### config.mk
export PLATFORM = sky130hd
export DESIGN_NAME = fifo_reg_ctrl_flat
export DESIGN_NICKNAME = d
export VERILOG_FILES = /design/src/rtl/fifo_reg_pkg.sv /design/src/rtl/fifo_reg_ctrl_if.sv /design/src/rtl/fifo_slot_mux.sv /design/src/rtl/fifo_reg_ctrl.sv /design/src/flat_wrapper.sv
export SDC_FILE = /design/constraint.sdc
export NUM_CORES = 1
export LEC_CHECK = 0
export BUFFER_PORTS_ARGS = -buffer_cell sky130_fd_sc_hd__clkbuf_2
export CORE_MARGIN = 8
export CORE_UTILIZATION = 38
export CTS_BUF_LIST = sky130_fd_sc_hd__clkbuf_4
export CTS_CLUSTER_DIAMETER = 40
export DETAILED_ROUTE_END_ITERATION = 12
export HOLD_SLACK_MARGIN = 0.12
export PLACE_DENSITY = 0.81
export SYNTH_ARGS = -nofsm -noshare
export SYNTH_HDL_FRONTEND = slang
export SYNTH_SLANG_ARGS = --single-unit
### constraint.sdc
create_clock -name clk -period 2.6 [get_ports clk]
set_input_delay 0.39 -clock clk [delete_from_list [all_inputs] [get_ports clk]]
set_output_delay 0.39 -clock clk [all_outputs]
set_load 0.005 [all_outputs]
### src/rtl/fifo_reg_pkg.sv
// Shared constants and helpers for the register-based FIFO controller.
package fifo_reg_pkg;

    localparam int DEF_DWIDTH = 8;
    localparam int DEF_DEPTH  = 4;

    function automatic int clog2(input int v);
        int r;
        r = 0;
        for (int i = 0; i < 31; i++) begin
            if ((1 << r) < v) r++;
        end
        return r;
    endfunction

endpackage

### src/rtl/fifo_reg_ctrl_if.sv
// Push side, slot-register side and output-stage signals of the FIFO controller.
interface fifo_reg_ctrl_if
    import fifo_reg_pkg::*;
#(
    parameter int DWIDTH = DEF_DWIDTH,
    parameter int DEPTH  = DEF_DEPTH
);
    localparam int AW = clog2(DEPTH);

    logic                    i_push;
    logic [DWIDTH-1:0]       i_wdata;
    logic                    o_full;
    logic [DEPTH-1:0]        o_wf;
    logic [DWIDTH-1:0]       o_wdata;
    logic [DEPTH*DWIDTH-1:0] i_slot_d;
    logic                    o_valid;
    logic                    i_ready;
    logic [DWIDTH-1:0]       ot_d;
    logic [AW:0]             o_count;
    logic                    o_ovf;

    modport slave (
        input  i_push, i_wdata, i_slot_d, i_ready,
        output o_full, o_wf, o_wdata, o_valid, ot_d, o_count, o_ovf
    );

    modport master (
        output i_push, i_wdata, i_slot_d, i_ready,
        input  o_full, o_wf, o_wdata, o_valid, ot_d, o_count, o_ovf
    );

endinterface

### src/rtl/fifo_slot_mux.sv
// Combinational DEPTH:1 select of the flattened slot contents by read pointer.
module fifo_slot_mux
    import fifo_reg_pkg::*;
#(
    parameter int DWIDTH = DEF_DWIDTH,
    parameter int DEPTH  = DEF_DEPTH,
    localparam int AW    = clog2(DEPTH)
) (
    input  logic [DEPTH*DWIDTH-1:0] slot_d_i,
    input  logic [AW-1:0]           sel_i,
    output logic [DWIDTH-1:0]       data_o
);

    logic [DWIDTH-1:0] slots [DEPTH];

    for (genvar k = 0; k < DEPTH; k++) begin : g_unpack
        assign slots[k] = slot_d_i[k*DWIDTH +: DWIDTH];
    end

    // DEPTH is a power of two, so every sel_i value names a real slot.
    assign data_o = slots[sel_i];

endmodule

### src/rtl/fifo_reg_ctrl.sv
// Pointer, occupancy and output-stage control for a FIFO whose storage lives in
// external slot registers; the oldest word is held in a registered valid/ready stage.
module fifo_reg_ctrl
    import fifo_reg_pkg::*;
#(
    parameter int DWIDTH = DEF_DWIDTH,
    parameter int DEPTH  = DEF_DEPTH
) (
    input  logic             clk,
    input  logic             rst,
    fifo_reg_ctrl_if.slave   bus
);

    localparam int AW = clog2(DEPTH);

    logic [AW-1:0]     wr_ptr_q, wr_ptr_d;
    logic [AW-1:0]     rd_ptr_q, rd_ptr_d;
    logic [AW:0]       cnt_q, cnt_d;
    logic              valid_q, valid_d;
    logic              ovf_q, ovf_d;
    logic [DWIDTH-1:0] data_q, data_d;
    logic [DWIDTH-1:0] rd_word;
    logic              full, push_ok, load;

    fifo_slot_mux #(.DWIDTH(DWIDTH), .DEPTH(DEPTH)) u_mux (
        .slot_d_i (bus.i_slot_d),
        .sel_i    (rd_ptr_q),
        .data_o   (rd_word)
    );

    assign full    = (cnt_q == (AW+1)'(DEPTH));
    assign push_ok = bus.i_push & ~full & ~rst;
    // cnt_q != 0 guarantees the slot being loaded was written at an earlier edge.
    assign load    = (~valid_q | bus.i_ready) & (cnt_q != '0);

    always_comb begin
        wr_ptr_d = wr_ptr_q;
        rd_ptr_d = rd_ptr_q;
        cnt_d    = cnt_q;
        valid_d  = valid_q;
        ovf_d    = ovf_q;
        data_d   = data_q;
        if (push_ok) wr_ptr_d = wr_ptr_q + 1'b1;
        if (load) begin
            data_d   = rd_word;
            rd_ptr_d = rd_ptr_q + 1'b1;
            valid_d  = 1'b1;
        end else if (valid_q & bus.i_ready) begin
            valid_d  = 1'b0;
        end
        case ({push_ok, load})
            2'b10:   cnt_d = cnt_q + 1'b1;
            2'b01:   cnt_d = cnt_q - 1'b1;
            default: cnt_d = cnt_q;
        endcase
        if (bus.i_push & full) ovf_d = 1'b1;
    end

    always_ff @(posedge clk) begin
        if (rst) begin
            wr_ptr_q <= '0;
            rd_ptr_q <= '0;
            cnt_q    <= '0;
            valid_q  <= 1'b0;
            ovf_q    <= 1'b0;
            data_q   <= '0;
        end else begin
            wr_ptr_q <= wr_ptr_d;
            rd_ptr_q <= rd_ptr_d;
            cnt_q    <= cnt_d;
            valid_q  <= valid_d;
            ovf_q    <= ovf_d;
            data_q   <= data_d;
        end
    end

    assign bus.o_full  = full;
    assign bus.o_wf    = push_ok ? (DEPTH'(1) << wr_ptr_q) : '0;
    assign bus.o_wdata = bus.i_wdata;
    assign bus.o_valid = valid_q;
    assign bus.ot_d    = data_q;
    assign bus.o_count = cnt_q + (AW+1)'(valid_q);
    assign bus.o_ovf   = ovf_q;

endmodule
### src/flat_wrapper.sv
// flat-port wrapper written by rule: the top's interface ports become plain ports
module fifo_reg_ctrl_flat import fifo_reg_pkg::*;
#(
    parameter int DWIDTH = DEF_DWIDTH,
    parameter int DEPTH  = DEF_DEPTH
)
  (clk, rst, bus_i_push, bus_i_wdata, bus_i_slot_d, bus_i_ready, bus_o_full, bus_o_wf, bus_o_wdata, bus_o_valid, bus_ot_d, bus_o_count, bus_o_ovf);
  fifo_reg_ctrl_if #(.DWIDTH(DWIDTH), .DEPTH(DEPTH)) bus_i ();
  input  logic clk;
  input  logic rst;
  input wire logic [$bits(bus_i.i_push)-1:0] bus_i_push;
  input wire logic [$bits(bus_i.i_wdata)-1:0] bus_i_wdata;
  input wire logic [$bits(bus_i.i_slot_d)-1:0] bus_i_slot_d;
  input wire logic [$bits(bus_i.i_ready)-1:0] bus_i_ready;
  output wire logic [$bits(bus_i.o_full)-1:0] bus_o_full;
  output wire logic [$bits(bus_i.o_wf)-1:0] bus_o_wf;
  output wire logic [$bits(bus_i.o_wdata)-1:0] bus_o_wdata;
  output wire logic [$bits(bus_i.o_valid)-1:0] bus_o_valid;
  output wire logic [$bits(bus_i.ot_d)-1:0] bus_ot_d;
  output wire logic [$bits(bus_i.o_count)-1:0] bus_o_count;
  output wire logic [$bits(bus_i.o_ovf)-1:0] bus_o_ovf;
  assign bus_i.i_push = bus_i_push;
  assign bus_i.i_wdata = bus_i_wdata;
  assign bus_i.i_slot_d = bus_i_slot_d;
  assign bus_i.i_ready = bus_i_ready;
  assign bus_o_full = bus_i.o_full;
  assign bus_o_wf = bus_i.o_wf;
  assign bus_o_wdata = bus_i.o_wdata;
  assign bus_o_valid = bus_i.o_valid;
  assign bus_ot_d = bus_i.ot_d;
  assign bus_o_count = bus_i.o_count;
  assign bus_o_ovf = bus_i.o_ovf;
  fifo_reg_ctrl #(.DWIDTH(DWIDTH), .DEPTH(DEPTH)) u_core (.clk(clk), .rst(rst), .bus(bus_i));
endmodule
# After elaboration in Yosys (flattened, before gate mapping)
# Index checks and enable logic that the tools add are counted.
op_classes:
  n_eq_ne: 3
  n_shift: 1
  magnitude_cmp: 1
  muxes: 7
  n_bitwise: 10
  reduce_logical: 3
  n_addsub: 5
op_table:
  columns: ["operator", "n"]
  rows:
  - ["binary-select mux 8 bit (select 2 bit)", 1]
  - ["2-to-1 mux 8 bit", 2]
  - ["case mux 3 bit (2 select lines)", 1]
  - ["AND 1 bit", 5]
  - ["adder 2 x 1 -> 2 bit, second input constant", 2]
  - ["2-to-1 mux 4 bit", 1]
  - ["nonzero test 2 bit", 2]
  - ["left shift 1 x 2 -> 4 bit, first input constant", 1]
  - ["adder 3 x 1 -> 3 bit", 1]
  - ["adder 3 x 1 -> 3 bit, second input constant", 1]
  - ["equality test 3 bit, second input constant", 1]
  - ["greater-or-equal comparator 3 bit, second input constant", 1]
  - ["NOT 1 bit", 3]
  - ["NOT 2 -> 3 bit", 1]
  - ["nonzero test 3 bit", 1]
  - ["subtractor 3 x 1 -> 3 bit, second input constant", 1]
  - ["equality test 2 x 1 -> 1 bit, second input constant", 1]
  - ["equality test 2 bit, second input constant", 1]
  - ["2-to-1 mux 1 bit", 2]
  - ["OR 1 bit", 1]
word_totals:
  word_cells: 36
  out_inout_bits: 26
  inputBits: 44
  register_bits: 17

# Depth between registers and ports, before layout
logic_depth:
  word_depth: 6
  depth_mapped: 9
  mapped_depth_nobuf: 9

# By module
# A second synthesis with hierarchy kept.
hier_totals:
  cells_unflattened: 115
  hier_area_um2: 1131.1
modules_own_cells:
  columns: ["mod", "n_inst", "seq_area_each_um2", "area_per_inst_um2", "cells_per_inst"]
  rows:
  - ["fifo_reg_ctrl", 1, 340.3, 934.6, 105]
  - ["fifo_slot_mux", 1, 0.0, 196.4, 10]

# Worst setup path after synthesis
# OpenSTA, ideal clock, no wires.
synth_timing:
  path_type: "reg-to-reg"
  start: "reg u_core.cnt_q[2]"
  end: "reg u_core.cnt_q[2]"
  slack_ns: 0.517
  setup_ns: 0.070
  n_path_buf: 0
  path_stages_with_launch: 10
  required_ns: 2.530
  t_arrival_ns: 2.012
  synth_period_minus_slack_ns: 2.083
  path_cell_list: "dfxtp_1 -> nor3b_2 -> nor3_1 -> inv_1 -> ha_1 -> inv_1 -> fa_1 -> xor2_1 -> or3_1 -> a21oi_1"
synth_between:
  elab_chain_cells: 6
  elab_cells_between_ends: 12
  cone_classes: "2 x add/sub; 3 x eq/ne; 1 x mux; 4 x bitwise; 2 x reduce/logical"
synth_lines:
  columns: ["item", "line_no", "text"]
  rows:
  - ["start: declaration", "fifo_reg_ctrl.sv:18", "logic [AW:0] cnt_q, cnt_d;"]
  - ["start signal: assignment", "fifo_reg_ctrl.sv:70", "cnt_q <= cnt_d;"]
  - ["equality test 3 bit *", "fifo_reg_ctrl.sv:31", "assign full = (cnt_q == (AW+1)'(DEPTH));"]
  - ["named net bus_o_full", "flat_wrapper.sv:15", "output wire logic [$bits(bus_i.o_full)-1:0] bus_o_full;"]
  - ["NOT 1 bit *", "fifo_reg_ctrl.sv:32", "assign push_ok = bus.i_push & ~full & ~rst;"]
  - ["AND 1 bit * (2 in a row)", "fifo_reg_ctrl.sv:32", null]
  - ["equality test 2 x 1 -> 1 bit or equality test 2 bit (tied branches)", "fifo_reg_ctrl.sv:51", "case ({push_ok, load})"]
  - ["case mux 3 bit (2 select lines) or nonzero test 2 bit (tied branches)", null, null]
# Mark *: on every way through the listed nets, which the timed path passes. The rest lies on a longest branch.
# A chain may end at the register's enable or synchronous reset.

# Final worst setup path
layout_timing:
  start: "reg u_core.cnt_q[2]"
  end: "reg u_core.cnt_q[2]"
layout_between:
  elab_chain_cells: 6
  elab_cells_between_ends: 12
  cone_classes: "2 x add/sub; 3 x eq/ne; 1 x mux; 4 x bitwise; 2 x reduce/logical"
layout_lines:
  columns: ["item", "line_no"]
  rows:
  - ["equality test 3 bit", "fifo_reg_ctrl.sv:31"]
  - ["NOT 1 bit", "fifo_reg_ctrl.sv:32"]
  - ["AND 1 bit (2 in a row)", "fifo_reg_ctrl.sv:32"]
  - ["equality test 2 x 1 -> 1 bit or equality test 2 bit (tied branches)", "fifo_reg_ctrl.sv:51"]
  - ["case mux 3 bit (2 select lines) or nonzero test 2 bit (tied branches)", null]
# Parallel ways exist; a longest one is shown, timed or not.

==> run summary <==
FINAL LAYOUT
--------------------------------------------------------------------------------------------------------
Storage element area ......................................................................  340.3 sq um
Area delta synth->final ...................................................................       24.37%
Cell Count, Final, Fillers Out ............................................................          193
Total Nets Final ..........................................................................          215
Share of layout cells above drive strength 1 ..............................................       43.21%
Final standard cell area without fillers ..................................................   1354 sq um
Multi-input logic area ....................................................................  621.8 sq um
Number of diodes added for antenna fixing .................................................            0
Filler cell count .........................................................................          272

CLOCK NETWORK
--------------------------------------------------------------------------------------------------------
Latest clock arrival within the worst-skew pair ...........................................      0.29 ns
Post-cts repair resize count ..............................................................            0
Post-CTS clock slew at the launch and capture registers of the worst setup and hold paths .      0.10 ns
Deepest clock path buffer count ...........................................................            2
Clock tree from TritonCTS .................................................................          yes
Sink count of the clock tree ..............................................................           17
Root Buffer ...............................................................................     clkbuf_4
H-tree Lvls ...............................................................................            1
Number of hold buffers added after cts ....................................................            0
Post-CTS Repair Setup Buffers .............................................................            0
Total CTS buffers .........................................................................            3

ROUTING
--------------------------------------------------------------------------------------------------------
Drc violations ............................................................................            0
Count of vias placed by the detailed router ...............................................          998
First-pass iteration count of the detailed router .........................................            4
Highest layer used for signal routing .....................................................         met4
Wire length on met1 .......................................................................      1071 um
Met3 wire length ..........................................................................       322 um
Total routed wirelength ...................................................................      2722 um
Number of routed nets with antenna violations .............................................            0
Detailed route wirelength on metal2 .......................................................      1320 um
Number of vias per cell ...................................................................        5.171
Routed WL per cell ........................................................................     14.10 um
Initial drt markers .......................................................................           19

HOLD PATH
--------------------------------------------------------------------------------------------------------
Hold WC Path Type .........................................................................       in2reg
Source of the worst hold timing path ......................................................   bus_i_push

TIMING
--------------------------------------------------------------------------------------------------------
Final clock skew ..........................................................................  0.005496 ns
PnR worst setup slack .....................................................................    0.5093 ns
Peak Freq .................................................................................    478.3 MHz
Total setup violations reported at the end of the flow ....................................            0
Minimum period implied by the final worst setup slack .....................................     2.091 ns
Number of max-slew violations in the final report .........................................            0
Final total negative setup slack ..........................................................         0 ns
Unrepaired setup endpoints after global routing ...........................................        false
Count of endpoints failing hold in the final timing report ................................            0
Worst max-slew margin expressed relative to the limit .....................................       60.04%
Transition at the pin with the smallest max-transition slack ..............................    0.5986 ns
Final worst path period share .............................................................       80.41%

WORST SETUP PATH
--------------------------------------------------------------------------------------------------------
Element type at the critical path start ...................................................         flop
Worst reg2reg path startpoint ............................................................. u_core.cnt_q[2]
Critical Path Sink Type ...................................................................         flop
Data arrival, critical path ...............................................................      2.32 ns
Most common cell type on the critical path ................................................        inv_1
Cells along the critical path ............................................................. nor3b_2 > nor3_1 > inv_1 > ha_1 > inv_1 > fa_1 > xor2_1 > or3_1 > a21oi_1
Worst setup path category .................................................................      reg2reg
Standard cell with the maximum stage delay on the critical path ...........................      dfxtp_1
Setup slack of the most critical reg-to-reg path ..........................................      0.51 ns
Worst R2R Path Depth ......................................................................            9
Largest fanout of any net on the critical path ............................................            6
Endpoint required time on the critical path ...............................................      2.83 ns
Setup crit end ............................................................................ u_core.cnt_q[2]
CP Launch Point ........................................................................... u_core.cnt_q[2]
End of the worst register-to-register path ................................................ u_core.cnt_q[2]
Peak per-stage delay on the critical path .................................................      0.42 ns

YOSYS
--------------------------------------------------------------------------------------------------------
Share of the yosys chip area belonging to registers .......................................       31.26%
Library cells used by synthesis ...........................................................           23
Area of the mapped netlist ................................................................   1089 sq um
Post-synthesis cell count .................................................................          117
Syn nets ..................................................................................          169
Total of flip-flops plus latches after synthesis ..........................................           17
Synth warnings ............................................................................            0
Post-synthesis average cell area ..........................................................  9.304 sq um

POWER
--------------------------------------------------------------------------------------------------------
Total power per unit cell area ............................................................ 905.6 nW/um^2
Leak pwr ..................................................................................    0.6355 nW
Peak VDD IR ...............................................................................    0.6213 mV

PLACEMENT
--------------------------------------------------------------------------------------------------------
Pre-CTS setup slack .......................................................................    0.4455 ns
Total cell area at the placement stage ....................................................   1326 sq um
Post-DP HPWL ..............................................................................      2342 um
Count of input and output buffers .........................................................           53
Final GP Congestion .......................................................................       0.8074
Total placed cells including tap cells ....................................................          189

RUN STATUS
--------------------------------------------------------------------------------------------------------
Result of the run ......................................................................... finished clean

GLOBAL ROUTE
--------------------------------------------------------------------------------------------------------
Number of global-route vias before repair .................................................        1,141
Global router's overall resource usage ....................................................       11.19%
Pin count of the biggest net entering global routing ......................................           19
Wire length of the first global-routing pass ..............................................      4664 um
Grt ovf ...................................................................................            0
Initial antenna violation count ...........................................................            0

JOB
--------------------------------------------------------------------------------------------------------
Maximum capacitance violations ............................................................            0

FLOORPLANNING
--------------------------------------------------------------------------------------------------------
Die Y .....................................................................................     69.52 um
Floorplan die area ........................................................................   4833 sq um
Number of top-level design ports ..........................................................           70
Width of the die ..........................................................................     69.52 um
Placeable core region .....................................................................   2734 sq um
Starting density of the core ..............................................................       39.82%
Rows ......................................................................................           19

power by group:
part,switching [mW],total (mW),internal [mW]
logic,0.307,0.638,0.331
registers,0.101,0.448,0.347
clock network,0.0824,0.140,0.0572
total,0.490,1.23,0.736
worst min-delay path by stage:
stage                               to  slack (ns)  cells after the start
floorplan             u_core.bus.o_ovf        0.46                      2
global placement      u_core.bus.o_ovf        0.45                      2
detailed placement    u_core.bus.o_ovf        0.47                      2
CTS                   u_core.bus.o_ovf        0.35                      3
global route        u_core.wr_ptr_q[1]        0.37                      3
finish                u_core.bus.o_ovf        0.36                      3
synth_stat cells, drive strengths merged:
library cell   n  area share [%]
a21oi         15             6.9
a311oi         1            0.80
a31o           1            0.80
and2           4             2.3
buf           12             7.5
clkbuf         4             1.4
dfxtp         17              31
fa             1             1.8
ha             7             8.0
inv            8             2.8
mux4           8              17
nand2b         1            0.58
nand3          8             3.7
nand3b         1            0.69
nor2           6             2.1
nor2b          1            0.58
nor3           2            0.92
nor3b          1             1.1
o21ai         12             5.5
or3            4             2.3
xor2           3             2.4
layout make-up:
class | count | area share, %
sequential | 17 | 25.14
timing repair buffer | 57 | 21.81
tap | 31 | 2.865
multi-input combinational | 76 | 45.93
inverter | 8 | 2.218
clock buffer | 3 | 1.664
clock inverter | 1 | 0.3697
sequential cells by signal, summed over array words and instances, names as in the netlist:
name and count:
u_core.bus.o_ovf 1, u_core.rd_ptr_q 2, u_core.bus.ot_d 8, u_core.cnt_q 3
u_core.wr_ptr_q 2, u_core.bus.o_valid 1
cell usage in the layout (no fill, tap or decap):
| cell | count |
|---|---|
| a21oi_1 | 15 |
| a311oi_1 | 1 |
| a31o_1 | 1 |
| and2_1 | 4 |
| buf_4 | 4 |
| clkbuf_2 | 53 |
| clkbuf_4 | 3 |
| clkinv_2 | 1 |
| dfxtp_1 | 17 |
| fa_1 | 1 |
| ha_1 | 7 |
| inv_1 | 8 |
| mux4_2 | 8 |
| nand2b_1 | 1 |
| nand3_1 | 8 |
| nand3b_1 | 1 |
| nor2_1 | 6 |
| nor2b_1 | 1 |
| nor3_1 | 2 |
| nor3b_2 | 1 |
| o21ai_0 | 12 |
| or3_1 | 4 |
| xor2_1 | 3 |
logic make-up after synthesis:
family	Yosys count	synth area share (%)
fa+ha+maj	8	9.885
simple gates	28	14.25
mux	8	16.55
xor+xnor	3	2.414
flops	17	31.26
buf+inv	24	11.61
compound gates	29	14.02
metal layers:
layer,up-vias,global-route usage [%]
met5,-,0
li1,497,-
met1,443,11.58
met2,56,18.75
met4,0,2.961
met3,2,6.581
metrics by stage:
| step | util [%] | total power, mW | hold WS [ns] |
|---|---|---|---|
| after global routing | 49.52 | 1.362 | 0.3681 |
| after global placement | 48.51 | 1.085 | 0.4495 |
| after floorplan | - | 0.9009 | 0.4604 |
| after CTS | 49.52 | 1.247 | 0.3542 |
| after detailed placement | 48.51 | 1.099 | 0.4655 |
| final | 49.52 | 1.226 | 0.3636 |
critical path: cells and delay by family, from the launching register on:
kind	cells	cell delay, ns
AOI/OAI and AO/OA	1	0.14
and+or+nand+nor	3	0.63
xor gates and xnor gates	1	0.15
DFF	1	0.42
buffers and inverters	2	0.13
adders and majority gates	2	0.56
Note: power is estimated with default switching activity, not from simulation.
